[config.mk]
export PLATFORM = sky130hd
export DESIGN_NAME = fir_mac_scheduler
export DESIGN_NICKNAME = d
export VERILOG_FILES = /design/src/rtl/fir_pkg.sv /design/src/rtl/fir_delay_line.sv /design/src/rtl/mul.sv /design/src/rtl/fir_mac_scheduler.sv
export SDC_FILE = /design/constraint.sdc
export NUM_CORES = 1
export LEC_CHECK = 0
export ABC_AREA = 1
export BUFFER_PORTS_ARGS = -buffer_cell sky130_fd_sc_hd__buf_2
export CAP_MARGIN = 10
export CORE_MARGIN = 2
export CORE_UTILIZATION = 45
export DETAILED_ROUTE_END_ITERATION = 10
export HOLD_SLACK_MARGIN = 0.12
export PLACE_DENSITY = 0.59
export SKIP_LAST_GASP = 1
export SYNTH_ARGS = -nofsm -noshare
export SYNTH_HDL_FRONTEND = slang
export SYNTH_SLANG_ARGS = --single-unit
export TNS_END_PERCENT = 50
[constraint.sdc]
create_clock -name clk -period 23.6 [get_ports clk]
set_clock_uncertainty 0.2 [all_clocks]
set_input_delay 2.36 -clock clk [delete_from_list [all_inputs] [get_ports clk]]
set_output_delay 2.36 -clock clk [all_outputs]
set_load 0.02 [all_outputs]
[src/rtl/fir_pkg.sv]
// Shared definitions for the time-multiplexed FIR engine: state encoding,
// default widths and a constant clog2 helper used for index widths.
package fir_pkg;

    localparam int DW_DEF   = 13;
    localparam int TAPS_DEF = 8;
    localparam int ACCW_DEF = 29;

    typedef enum logic [1:0] {
        IDLE  = 2'd0,
        MAC   = 2'd1,
        DRAIN = 2'd2,
        OUT   = 2'd3
    } state_t;

    // Ceiling log2, at least 1 so a 2-tap filter still gets a 1-bit index.
    function automatic int clog2(input int value);
        int r;
        r = 1;
        for (int i = 1; i < 31; i++) begin
            if ((1 << i) < value) begin
                r = i + 1;
            end
        end
        return r;
    endfunction

endpackage

[src/rtl/fir_delay_line.sv]
// Sample history x[] for the FIR: x[0] is the newest sample. Shifts once per
// accepted sample and exposes one entry combinationally at the tap index.
module fir_delay_line
    import fir_pkg::*;
#(
    parameter int DW   = DW_DEF,
    parameter int TAPS = TAPS_DEF,
    localparam int AW  = clog2(TAPS)
) (
    input  logic          clk,
    input  logic          rst,
    input  logic          shift_en,
    input  logic [DW-1:0] din,
    input  logic [AW-1:0] rd_idx,
    output logic [DW-1:0] rd_data
);

    logic [DW-1:0] x [TAPS];

    // Clear the history on reset; push the new sample in at x[0] on accept.
    always_ff @(posedge clk) begin
        if (rst) begin
            for (int k = 0; k < TAPS; k++) begin
                x[k] <= '0;
            end
        end else if (shift_en) begin
            x[0] <= din;
            for (int k = 1; k < TAPS; k++) begin
                x[k] <= x[k-1];
            end
        end
    end

    assign rd_data = x[rd_idx];

endmodule

[src/rtl/mul.sv]
// Combinational unsigned shift-add multiplier; the single arithmetic
// resource shared by every tap of the filter.
module mul #(
    parameter int AW = 13,
    parameter int BW = 13
) (
    input  logic [AW-1:0]    a,
    input  logic [BW-1:0]    b,
    output logic [AW+BW-1:0] p
);

    // Sum a shifted copy of a for every set bit of b.
    always_comb begin
        p = '0;
        for (int i = 0; i < BW; i++) begin
            if (b[i]) begin
                p = p + ((AW + BW)'(a) << i);
            end
        end
    end

endmodule

[src/rtl/fir_mac_scheduler.sv]
// Time-multiplexed FIR engine: one shared multiplier walks the taps of a
// TAPS-tap dot product, one result per accepted sample. Owns the coefficient
// table and sequences the delay line, multiplier and accumulator.
module fir_mac_scheduler
    import fir_pkg::*;
#(
    parameter int DW   = DW_DEF,
    parameter int TAPS = TAPS_DEF,
    parameter int ACCW = ACCW_DEF,
    localparam int AW  = clog2(TAPS)
) (
    input  logic            clk,
    input  logic            rst,
    input  logic            in_valid,
    output logic            in_ready,
    input  logic [DW-1:0]   din,
    input  logic            coef_we,
    input  logic [AW-1:0]   coef_addr,
    input  logic [DW-1:0]   coef_wdata,
    output logic            coef_rej,
    output logic            out_valid,
    input  logic            out_ready,
    output logic [ACCW-1:0] dout,
    output logic            busy
);

    state_t              state;
    logic [AW-1:0]       tap;
    logic [DW-1:0]       coef [TAPS];
    logic [DW-1:0]       x_tap;
    logic [2*DW-1:0]     prod;
    logic [2*DW-1:0]     prod_q;
    logic                prod_vld;
    logic [ACCW-1:0]     acc;
    logic [ACCW-1:0]     acc_sum;
    logic                accept;

    assign in_ready = (state == IDLE);
    assign busy     = (state != IDLE);
    assign accept   = in_valid && in_ready;
    assign acc_sum  = acc + ACCW'(prod_q);

    fir_delay_line #(
        .DW   (DW),
        .TAPS (TAPS)
    ) u_delay (
        .clk      (clk),
        .rst      (rst),
        .shift_en (accept),
        .din      (din),
        .rd_idx   (tap),
        .rd_data  (x_tap)
    );

    mul #(
        .AW (DW),
        .BW (DW)
    ) u_mul (
        .a (x_tap),
        .b (coef[tap]),
        .p (prod)
    );

    // Sequencer: accept a sample, stream TAPS products through a one-deep
    // product register into the accumulator, then hold the result for the sink.
    always_ff @(posedge clk) begin
        if (rst) begin
            state     <= IDLE;
            tap       <= '0;
            prod_q    <= '0;
            prod_vld  <= 1'b0;
            acc       <= '0;
            out_valid <= 1'b0;
            dout      <= '0;
        end else begin
            prod_vld <= (state == MAC);
            case (state)
                IDLE: begin
                    if (accept) begin
                        acc   <= '0;
                        tap   <= '0;
                        state <= MAC;
                    end
                end
                MAC: begin
                    prod_q <= prod;
                    if (prod_vld) begin
                        acc <= acc_sum;
                    end
                    tap <= tap + AW'(1);
                    if (tap == AW'(TAPS - 1)) begin
                        state <= DRAIN;
                    end
                end
                DRAIN: begin
                    acc       <= acc_sum;
                    dout      <= acc_sum;
                    out_valid <= 1'b1;
                    state     <= OUT;
                end
                OUT: begin
                    if (out_ready) begin
                        out_valid <= 1'b0;
                        state     <= IDLE;
                    end
                end
                default: begin
                    state <= IDLE;
                end
            endcase
        end
    end

    // Coefficient table: writes land only while idle so an in-flight result
    // never sees a mix of old and new coefficients; others are flagged.
    always_ff @(posedge clk) begin
        if (rst) begin
            for (int k = 0; k < TAPS; k++) begin
                coef[k] <= '0;
            end
            coef_rej <= 1'b0;
        end else begin
            coef_rej <= 1'b0;
            if (coef_we) begin
                if (state == IDLE) begin
                    coef[coef_addr] <= coef_wdata;
                end else begin
                    coef_rej <= 1'b1;
                end
            end
        end
    end

endmodule

Word-level counts from Yosys, hierarchy flattened
Memories as Yosys holds them, arrays and structs flattened. A register that Yosys moved wholly into a read port is not among the register bits. Cells that the tools add are included.

RAM bits: 208. Output and inout bits: 33. Input bits: 34. Memories kept: 2. Logic and storage cells: 102. Flip-flop bits (word level): 92.

Reduce and logical (&&, ||, !) cells: 12. Bitwise operators: 9. Mux-type cells: 49. Add/sub/neg operators: 14. Equality and inequality tests: 8.

Memory list: coef (depth 8, width 13, read ports 1, clocked after Yosys merged registers in 1, wr ports 8, line fir_mac_scheduler.sv:29) `logic [DW-1:0] coef [TAPS];`; u_delay.x (depth 8, width 13, read ports 8, clocked after Yosys merged registers in 1, wr ports 8, line fir_delay_line.sv:18) `logic [DW-1:0] x [TAPS];`.

Operators with widths (count): 26-bit two-way mux (12); 13-bit two-way mux (10); 29-bit one-hot mux with 3 select lines (1); 29-bit two-way mux (2); 29-bit by 26-bit adder with 29-bit output (1); 26-bit by 14-bit adder with 26-bit output (1); 26-bit by 15-bit adder with 26-bit output (1); 26-bit by 16-bit adder with 26-bit output (1); 26-bit by 17-bit adder with 26-bit output (1); 26-bit by 18-bit adder with 26-bit output (1); 26-bit by 19-bit adder with 26-bit output (1); 26-bit by 20-bit adder with 26-bit output (1); 26-bit by 21-bit adder with 26-bit output (1); 26-bit by 22-bit adder with 26-bit output (1); 26-bit by 23-bit adder with 26-bit output (1); 26-bit by 24-bit adder with 26-bit output (1); 26-bit by 25-bit adder with 26-bit output (1); 3-bit two-way mux (6); 13-bit OR reduction (1); 1-bit two-way mux (12); 1-bit OR (8); 2-bit one-hot mux with 4 select lines (1); 2-bit two-way mux (3); 3-bit one-hot mux with 2 select lines (1); 15 further kinds (22).

Logic depth before layout (Yosys ltp)
Gate-level depths: netlist (run 1).

Depth in word-level cells: 25. Gate-level depth with buffers: 119. Depth with buffers taken out: 114.

Cells and area by module
A second synthesis (run 1) with hierarchy kept.

Cell total of the unflattened synthesis: 3501. Area, all modules: 24461.0 sq um.

Modules (own cells, without submodules): fir_mac_scheduler (area an instance 10158.5 sq um, cells each 1330, sequential area each 5024.8 sq um, times used 1); mul (area an instance 9148.8 sq um, cells each 1590, sequential area each 0.0 sq um, times used 1); fir_delay_line (area an instance 5153.7 sq um, cells each 581, sequential area each 3123.0 sq um, times used 1).

Worst setup path before layout (run 1)
OpenSTA, ideal clock, no wires.

Kind: reg-to-reg. Start point: register (tool-made name). End point: register prod_q[24]. Setup time: 0.132 ns. Buffers on the path: 10. Cell stages (with the launch flop): 107. Period minus slack after synthesis: 16.437 ns. Slack: 7.163 ns. Arrival time: 16.105 ns. Data required time: 23.268 ns. Cell sequence: dfxtp_1 buf_6 buf_6 buf_6 buf_4 buf_4 buf_2 buf_1 clkbuf_1 clkbuf_1 clkbuf_1 nand2_1 o21ai_0 a221oi_1 a31oi_1 ha_1 ha_1 nand2_1 [71 not listed] ha_1 nand2_1 nor2_1 a2111oi_0 nand2_1 or2_2 nand3_1 nand2_1 ha_1 inv_1 nor3_1 inv_1 nor3_1 nand2_1 nand3_1 nand3_1 nand2_1 a21oi_1.

RTL lines: end signal, assigned (line fir_mac_scheduler.sv:86) `prod_q <= prod;`; end, declared (line fir_mac_scheduler.sv:32) `logic [2*DW-1:0] prod_q;`.

==> results of run 1 <==
stage by stage:
stage               utilization [%]  hold WS, ps  std cells  worst slack, ps  instance area [um2]
floorplan                         -          249       2987             7160                22200
global placement               47.1          257       3630             6380                23000
detailed placement             47.1          262       3630             6010                23000
CTS                            49.6          271       3694             5970                24200
global route                   49.6          287       3694             4050                24200
finish                         49.6          269       3694             5910                24200
worst max-delay path: cells and delay by family (launching register included):
family / cells / cell delay (ps)
fa+ha+maj: 15 / 5070
xor+xnor: 4 / 570
compound gates: 26 / 4710
buf+inv: 14 / 2090
flops: 1 / 760
simple gates: 37 / 4120
cell families (layout without fill, tap and decap cells):
kind of cell    Yosys count  after routing  share of synthesized area [%]
compound gates          588            588                           14.9
xor+xnor                 98             98                           3.86
fa+ha+maj               194            194                           11.3
buf+inv                 530            573                           9.58
flops                   303            303                           36.7
mux                       2              2                         0.0901
simple gates           1272           1272                           23.6
per-layer routing:
layer / wire (um) / share of wire (%)
met1: 26500 / 46
met2: 27500 / 48
met3: 2130 / 3.7
met4: 1130 / 2.0
met5: 0 / 0
cells in the final DEF, fill, tap and decap left out, drive strengths merged, types with 6 or more instances in the layout:
cell	n
nand2	699
inv	425
nor2	390
a21oi	263
o21ai	215
edfxtp	208
ha	183
nand3	121
dfxtp	95
buf	83
xor2	68
clkbuf	46
xnor2	30
a32o	24
o21bai	19
or2	19
clkinv	15
a31oi	14
o31ai	13
nand4	13
fa	11
nor3	10
and2	10
a21o	10
nand3b	9
o211ai	6
worst paths after layout:
path                        startpoint                 endpoint  slack, ps  cells after the start
setup reg to reg             flip-flop  prod_q[23]$_SDFFE_PP0P_       5910                     96
setup / recovery             flip-flop  prod_q[23]$_SDFFE_PP0P_       5910                     96
hold reg to reg   acc[24]$_SDFFE_PP0P_     acc[24]$_SDFFE_PP0P_        270                      2
hold / removal    acc[24]$_SDFFE_PP0P_     acc[24]$_SDFFE_PP0P_        270                      2
area by class of cell:
type                       instances  area (um2)  share of cell area [%]
clock buffer                      46         990                    4.09
clock inverter                    18         204                   0.842
inverter                         426        1610                    6.64
multi-input combinational       2154       12000                    49.5
sequential                       303        8150                    33.6
tap                              664         831                    3.43
timing repair buffer              83         460                    1.90
flip-flops by register name (all words and copies together) (netlist names), named ones only:
signal     count
coef         104
u_delay.x    104
acc           29
dout          29
prod_q        26
tap            3
state          2
coef_rej       1
out_valid      1
prod_vld       1
==> metrics.md, run 1 <==
| Metric | Value |
|---|---|
| Startpoint Class | flip-flop |
| Global routing met3 resource utilization | 2.88% |
| Final antenna-violating net count | 0 |
| TritonCTS clock tree | yes |
| Pre-antenna DRT Iters | 7 |
| CP Class | reg -> reg |
| Post-route DRC violation count | 0 |
| Final setup fails | 0 |
| Area share of the largest cell type after synthesis | 28.1% |
| # Post-CTS Setup Buffers | 0 |
| Clock latency on the worst-skew pair | 560 ps |
| Worst hold path type | reg -> reg |
| Total Wirelength | 57,300 um |
| Initial antenna violation count | 0 |
| Count leader, synth | nand2_1 |
| CP Max Fanout | 66 |
| Top cells by count, synth | 664 x nand2_1, 411 x inv_1, 388 x nor2_1, 259 x a21oi_1, 208 x edfxtp_1 |
| Global-route wire length before repair | 93,500 um |
| Syn_area_per_cell | 7.44 um2 |
| CTS resizes | 0 |
| Final HPWL DP | 39,900 um |
| Layout cell share with drive strength beyond 1 | 7.76% |
| Yosys reg bits | 303 |
| GR peak layer | met2 |
| Tmin final | 17,690 ps |
| Vias in the first global route | 18,600 |
| Reg clk slew, reported paths | 60 ps |
| Synth warn | 0 |
| Via density | 5.20 |
| Met1 GRT Util | 29.4% |
| I/O pin count | 67 |
| Synthesized net count | 3,215 |
| Initial DRC Count | 1,256 |
| Max Slew Vio Count | 0 |
| Core Box Area | 48,800 um2 |
| Layout area overhead | 9.08% |
| H-Tree Depth | 2 |
| Synth area leader | edfxtp_1 |
| Tightest Pin Transition | 1170 ps |
| CTS Buffer Depth | 3 |
| Final period util | 74.9% |
| Overall Global Routing Usage | 22.5% |
| Detailed-route wire length per cell | 15.5 um |
| Worst stage delay on the critical path | 760 ps |
| Starting Density | 45.5% |
| Clock Sinks | 303 |
| Run status | complete, no violations |
| Sequential share of the synthesized area | 36.7% |
| # rows | 81 |
| Mapped Area | 22,200 um2 |
| IO Port Bufs | 66 |
| Peak Freq | 0.0565 GHz |
| Fin Setup TNS | 0 ps |
| Number of synthesized flops with an enable pin | 208 |
| Hold Vio Cnt, Final | 0 |
| Critical path's slowest cell | dfxtp_4 |
| Post-synth ARST share | 0% |
| Fill cells | 4,823 |
| Largest net degree at the start of global routing | 92 |
| Max cap viols | 0 |
| Die Ht | 226 um |
| Ys flop type | edfxtp_1 |
| Root Buffer Master | clkbuf_16 |
| Via count | 19,200 |
| Top cells by area, synth | edfxtp_1 28%, nand2_1 11%, ha_1 10% |
| Routability cong. | 0.909 |
| Final nets | 3,232 |
| WP data arrival | 17,890 ps |
| Yosys cell types | 58 |
| CTS Hold Bufs | 0 |
| Slew margin rel. | 22.0% |
| Crit end category | flip-flop |
| GRT overflow | 0 |
| CP required | 23,800 ps |
| Die W | 226 um |
| Most used cell, CP | nand2_1 |
| Met2 usage | 39.5% |
| CTS Buf Count | 36 |
| # diodes | 0 |
| RSZ-0062 raised after global routing | no |
| Mapped Cells | 2,987 |
| Die area | 51,100 um2 |
Power of run 1 is not shown: default switching activity piles up to over one toggle a cycle in this logic, so the estimate is an artifact.
==> run 2, diff against run 1 <==
Settings changed: PLACE_DENSITY 0.59 to 0.61.
Clock period 23.6 ns to 15.83 ns, I/O delays scaled along.
==> run 2 against run 1 <==
  * Design area up 6.2%
  * Worst setup slack worse by 5000 ps
  * Sequential share of layout area down 2.0 points
  * Non-clock buffer count up 91
  * Hold slack about the same
  * Critical path type unchanged
  * Critical endpoint is now prod_q[24]$_SDFFE_PP0P_
  * Largest cell class unchanged
==> metrics.md, run 2 (synthesized netlist as in run 1, its figures left out) <==
| Metric | Value |
|---|---|
| Run status | complete, no violations |
| Tmin final | 14,930 ps (-2750 ps) |
| Via count | 19,900 (+3.8%) |
| Most frequent cells in the layout | 653 x nand2_1, 406 x inv_1, 377 x nor2_1, 231 x a21oi_1, 208 x edfxtp_1 |
| Crit end category | flip-flop |
| CP Class | reg -> reg |
| Max Slew Vio Count | 0 (unchanged) |
| Tightest Pin Transition | 1150 ps (-19.4 ps) |
| Fin Setup TNS | 0 ps (unchanged) |
| Global-route wire length before repair | 94,900 um (+1.6%) |
| H-Tree Depth | 2 (unchanged) |
| Hold WS | 269 ps (+0.0350 ps) |
| Detailed-route wire length per cell | 16.1 um (+3.6%) |
| Routability cong. | 0.936 (+3.0%) |
| Largest net degree at the start of global routing | 79 (-14%) |
| Total Wirelength | 60,900 um (+6.3%) |
| Critical Path Sink | prod_q[24]$_SDFFE_PP0P_ |
| Clock latency on the worst-skew pair | 570 ps (about the same) |
| Startpoint Class | flip-flop |
| Root Buffer Master | clkbuf_16 |
| Die Ht | 226 um (unchanged) |
| CTS Buf Count | 36 (unchanged) |
| Worst stage delay on the critical path | 370 ps (-390 ps) |
| Hold Vio Cnt, Final | 0 (unchanged) |
| IO Port Bufs | 66 (unchanged) |
| Placed Cells | 3,681 (+1.4%) |
| CP Max Fanout | 14 (-79%) |
| Reg2Reg Depth | 97 (+1.0%) |
| Final nets | 3,326 (+2.9%) |
| Final period util | 94.3% (+19 points) |
| Peak Freq | 0.0670 GHz (+18%) |
| Overall Global Routing Usage | 23.0% (+0.49 points) |
| Layout area overhead | 15.8% |
| CTS Buffer Depth | 3 (unchanged) |
| R2R setup slack | 900 ps (-5020 ps) |
| Die area | 51,100 um2 (unchanged) |
| Final setup fails | 0 (unchanged) |
| Reg clk slew, reported paths | 60 ps (about the same) |
| Clock Sinks | 303 (unchanged) |
| Finished Layout Cells | 3,789 (+2.6%) |
| Final HPWL DP | 42,700 um (+6.9%) |
| Post-DP Area | 23,400 um2 (+1.8%) |
| Fill cells | 4,685 (-2.9%) |
| Worst hold path type | reg -> reg |
| Post-route DRC violation count | 0 (unchanged) |
| Design Area, Final | 25,700 um2 (+6.2%) |
| Vias in the first global route | 19,000 (+2.4%) |
| CTS Hold Bufs | 0 (unchanged) |
| Most common cell after layout, fill and taps aside | nand2_1 |
| TritonCTS clock tree | yes |
| Slew margin rel. | 23.1% (+1.1 points) |
| Leading registers by flop count | coef (104), u_delay.x (104) |
| Layout cell share with drive strength beyond 1 | 14.5% (+6.7 points) |
| I/O pin count | 67 (unchanged) |
| Critical path's slowest cell | ha_1 |
| Max cap viols | 0 (unchanged) |
| Initial antenna violation count | 0 (unchanged) |
| Initial DRC Count | 1,242 (-1.1%) |
| CP required | 16,040 ps (-7760 ps) |
| Most used cell, CP | nand2_1 |
| Core Box Area | 48,800 um2 (unchanged) |
| R2r endpoint | prod_q[24]$_SDFFE_PP0P_ |
| Via density | 5.26 (+1.2%) |
| Die W | 226 um (unchanged) |
| Final antenna-violating net count | 0 (unchanged) |
| GRT overflow | 0 (unchanged) |
| # rows | 81 (unchanged) |
| Starting Density | 45.5% (unchanged) |
| # diodes | 0 (unchanged) |
| WP data arrival | 15,150 ps (-2740 ps) |
| Pre-antenna DRT Iters | 5 (-2) |
-- run 2: cell types whose count changed in the layout (fill, tap and decap cells not counted), sizes merged --
cell and delta:
clkinv +1, buf +90, inv +3, bufinv -3, clkbuf +4
-- run 2: timing repair --
action / CTS / global route
endpoints found under the hold margin: 0 / 0
gates resized for setup: 4 / 209
setup endpoints to repair: 3 / 8
gates cloned: 0 / 4
buffers inserted: 0 / 39
pin swaps: 0 / 77
-- run 2: worst min path at each step --
stage                          from                    to  slack (ps)  depth (start not counted)
6_report       acc[10]$_SDFFE_PP0P_  acc[10]$_SDFFE_PP0P_         270                          2
2_1_floorplan   acc[0]$_SDFFE_PP0P_   acc[0]$_SDFFE_PP0P_         250                          2
3_5_place_dp    acc[2]$_SDFFE_PP0P_   acc[2]$_SDFFE_PP0P_         260                          2
3_3_place_gp   acc[18]$_SDFFE_PP0P_  acc[18]$_SDFFE_PP0P_         260                          2
4_1_cts        acc[10]$_SDFFE_PP0P_  acc[10]$_SDFFE_PP0P_         270                          2
5_1_grt        acc[19]$_SDFFE_PP0P_  acc[19]$_SDFFE_PP0P_         290                          2
-- run 2: layout make-up --
| type | instances | area (um2) | area share [%] |
|---|---|---|---|
| clock buffer | 49 | 1010 | 3.93 |
| timing repair inverter | 3 | 33.8 | 0.131 |
| inverter | 426 | 1620 | 6.28 |
| multi-input combinational | 2154 | 12800 | 49.6 |
| sequential | 303 | 8150 | 31.7 |
| tap | 664 | 831 | 3.23 |
| clock inverter | 16 | 106 | 0.413 |
| timing repair buffer | 174 | 1230 | 4.77 |
-- run 2: critical path: cells and delay by family, from the launching register on --
kind                       cells  cell delay (ps)
AOI/OAI and AO/OA             33             4800
adders and majority gates     12             3600
and+or+nand+nor               32             3420
buffers and inverters         12             1170
xor gates and xnor gates       7             1010
DFF                            1              360
muxes                          1              200
-- run 2: per-stage QoR --
step	util [%]	setup slack, ps
2_1_floorplan	-	11.7
5_1_grt	52.7	-226
4_1_cts	50.3	19.2
3_3_place_gp	48.0	388
6_report	52.7	896
3_5_place_dp	48.0	-26.1
-- run 2: routing by layer --
layer	share of wire [%]	GRT usage [%]	wire length, um	up-vias
met5	0	0	0	-
li1	-	-	-	10000
met1	44	29.5	26600	9406
met4	2.2	6.09	1320	0
met2	49	40.7	30100	430
met3	4.7	3.07	2860	81
Power of run 2 is left out for the same reason.
==> run 3, diff against run 2 <==
--- a/config.mk
+++ b/config.mk
@@ -10,2 +10,3 @@
 export CAP_MARGIN = 10
+export CORE_ASPECT_RATIO = 0.6
 export CORE_MARGIN = 2
--- a/constraint.sdc
+++ b/constraint.sdc
@@ -4,2 +4,2 @@
 set_output_delay 1.583 -clock clk [all_outputs]
-set_load 0.02 [all_outputs]
+set_load 0.1 [all_outputs]
==> run 3 against run 2 <==
  * Worst setup slack improved by 18 ps
  * Utilization decreased by 0.19 points
  * Hold slack about the same
  * Global-route usage increased by 0.072 points
  * Die area increased by 0.12%
  * Count of clock-buffer cells in the layout decreased by 14
  * Non-clock buffer count increased by 16
  * Maximum frequency increased by 0.12%
  * Critical path depth increased by 9
  * Critical path type unchanged
  * Critical endpoint unchanged
==> metrics.md, run 3 (synthesized netlist as in run 1, its figures left out) <==
| Metric | Value |
|---|---|
| Root Buffer Master | clkbuf_16 |
| Worst hold path type | reg -> reg |
| Vias in the first global route | 18,400 (-3.0%) |
| Die W | 291 um (+29%) |
| Startpoint Class | flip-flop |
| Placed Cells | 3,681 (unchanged) |
| Slew margin rel. | 31.3% (+8.2 points) |
| Die area | 51,200 um2 (+0.12%) |
| Worst path bufs/invs | 18 (+6) |
| Core Box Area | 49,000 um2 (+0.37%) |
| Pre-antenna DRT Iters | 5 (unchanged) |
| CP required | 16,060 ps (+20 ps) |
| Hold WS | 269 ps (-0.298 ps) |
| Crit end category | flip-flop |
| # diodes | 0 (unchanged) |
| Finished Layout Cells | 3,775 (-0.37%) |
| Final HPWL DP | 43,500 um (+1.9%) |
| Detailed-route wire length per cell | 16.2 um (+0.95%) |
| Critical path's slowest cell | dfxtp_4 |
| Starting Density | 45.3% (-0.17 points) |
| CP Class | reg -> reg |
| CP Max Fanout | 12 (-2) |
| Worst stage delay on the critical path | 350 ps (-20 ps) |
| Hold Vio Cnt, Final | 0 (unchanged) |
| Post-route DRC violation count | 0 (unchanged) |
| CTS Buffer Depth | 3 (unchanged) |
| Largest net degree at the start of global routing | 87 (+10%) |
| Tmin final | 14,920 ps (-18.2 ps) |
| I/O pin count | 67 (unchanged) |
| Fill cells | 4,670 (-0.32%) |
| Max cap viols | 0 (unchanged) |
| H-Tree Depth | 1 (-1) |
| Peak Freq | 0.0670 GHz (+0.12%) |
| Global-route wire length before repair | 97,000 um (+2.2%) |
| Reg clk slew, reported paths | 60 ps (about the same) |
| Clock latency on the worst-skew pair | 600 ps (+30 ps) |
| Die Ht | 176 um (-22%) |
| Leading registers by flop count | coef (104), u_delay.x (104) |
| Post-DP Area | 23,500 um2 (+0.31%) |
| Design Area, Final | 25,700 um2 (about the same) |
| Critical path's top delay family | simple AND/OR/NAND/NOR gates |
| Routability cong. | 0.905 (-3.3%) |
| WP data arrival | 15,150 ps (about the same) |
| Total Wirelength | 61,300 um (+0.57%) |
| GRT overflow | 0 (unchanged) |
| Initial antenna violation count | 0 (unchanged) |
| Clock Sinks | 303 (unchanged) |
| Most frequent cells in the layout | 645 x nand2_1, 403 x inv_1, 377 x nor2_1, 226 x a21oi_1, 208 x edfxtp_1 |
| TritonCTS clock tree | yes |
| Most common cell after layout, fill and taps aside | nand2_1 |
| Final period util | 94.2% (-0.11 points) |
| Via density | 5.28 (+0.36%) |
| Run status | complete, no violations |
| Layout cell share with drive strength beyond 1 | 15.6% (+1.2 points) |
| Initial DRC Count | 1,642 (+32%) |
| Final antenna-violating net count | 0 (unchanged) |
| IO Port Bufs | 66 (unchanged) |
| # rows | 63 (-22%) |
| Final nets | 3,335 (+0.27%) |
| Max Slew Vio Count | 0 (unchanged) |
| Most used cell, CP | nand2_1 |
| CTS Buf Count | 29 (-19%) |
| Layout area overhead | 15.9% (about the same) |
| Overall Global Routing Usage | 23.1% (+0.072 points) |
| Via count | 19,900 (-0.010%) |
| Tightest Pin Transition | 1030 ps (-121 ps) |
| Final setup fails | 0 (unchanged) |
==> run 3: final cells by class <==
type                    instances  area (um2)  share of cell area (%)
repair inverters                3        33.8                   0.131
clock buffers                  35         748                    2.91
repair buffers                190        1410                    5.47
flip-flops and latches        303        8150                    31.7
inverters                     426        1620                    6.28
well taps                     650         813                    3.16
clock inverters                14         138                   0.535
multi-input cells            2154       12800                    49.8
==> run 3: final timing paths <==
check / slack, ps / startpoint / cells past startpoint / end
setup / recovery: 910 / flip-flop / 106 / prod_q[24]$_SDFFE_PP0P_
hold / removal: 270 / acc[15]$_SDFFE_PP0P_ / 2 / acc[15]$_SDFFE_PP0P_
setup reg to reg: 910 / flip-flop / 106 / prod_q[24]$_SDFFE_PP0P_
hold reg to reg: 270 / acc[15]$_SDFFE_PP0P_ / 2 / acc[15]$_SDFFE_PP0P_
==> run 3: metal layers <==
layer	global-route usage [%]	share of wire [%]	wire length, um	vias up
met5	0	0	0	-
met4	3.73	1.4	829	0
met3	3.10	7.2	4410	66
met2	34.2	40	24600	539
met1	36.1	51	31400	9276
li1	-	-	-	10100
==> run 3: repair_timing <==
| item | 4_1_cts | 5_1_grt |
|---|---|---|
| pin swaps | 0 | 84 |
| setup endpoints to repair | 3 | 9 |
| hold buffers | 0 | 0 |
| setup buffers | 3 | 37 |
| resized for setup | 6 | 247 |
| cloned | 0 | 5 |
==> run 3: worst register-to-register path: cells and delay by family, from the launching register on <==
| kind | cells | cell delay, ps |
|---|---|---|
| flops | 1 | 350 |
| mux | 1 | 250 |
| compound gates | 24 | 3120 |
| buf+inv | 18 | 1690 |
| xor+xnor | 7 | 1080 |
| fa+ha+maj | 11 | 3060 |
| simple gates | 45 | 5050 |
==> run 3: through the flow <==
| step | setup WS [ps] | util (%) | setup TNS (ps) |
|---|---|---|---|
| 2_1_floorplan | 11.7 | - | 0 |
| 3_3_place_gp | 204 | 48.0 | 0 |
| 3_5_place_dp | -251 | 48.0 | -616 |
| 4_1_cts | 12.5 | 49.8 | 0 |
| 5_1_grt | -215 | 52.5 | -464 |
| 6_report | 914 | 52.5 | 0 |
Power of run 3 is left out for the same reason.
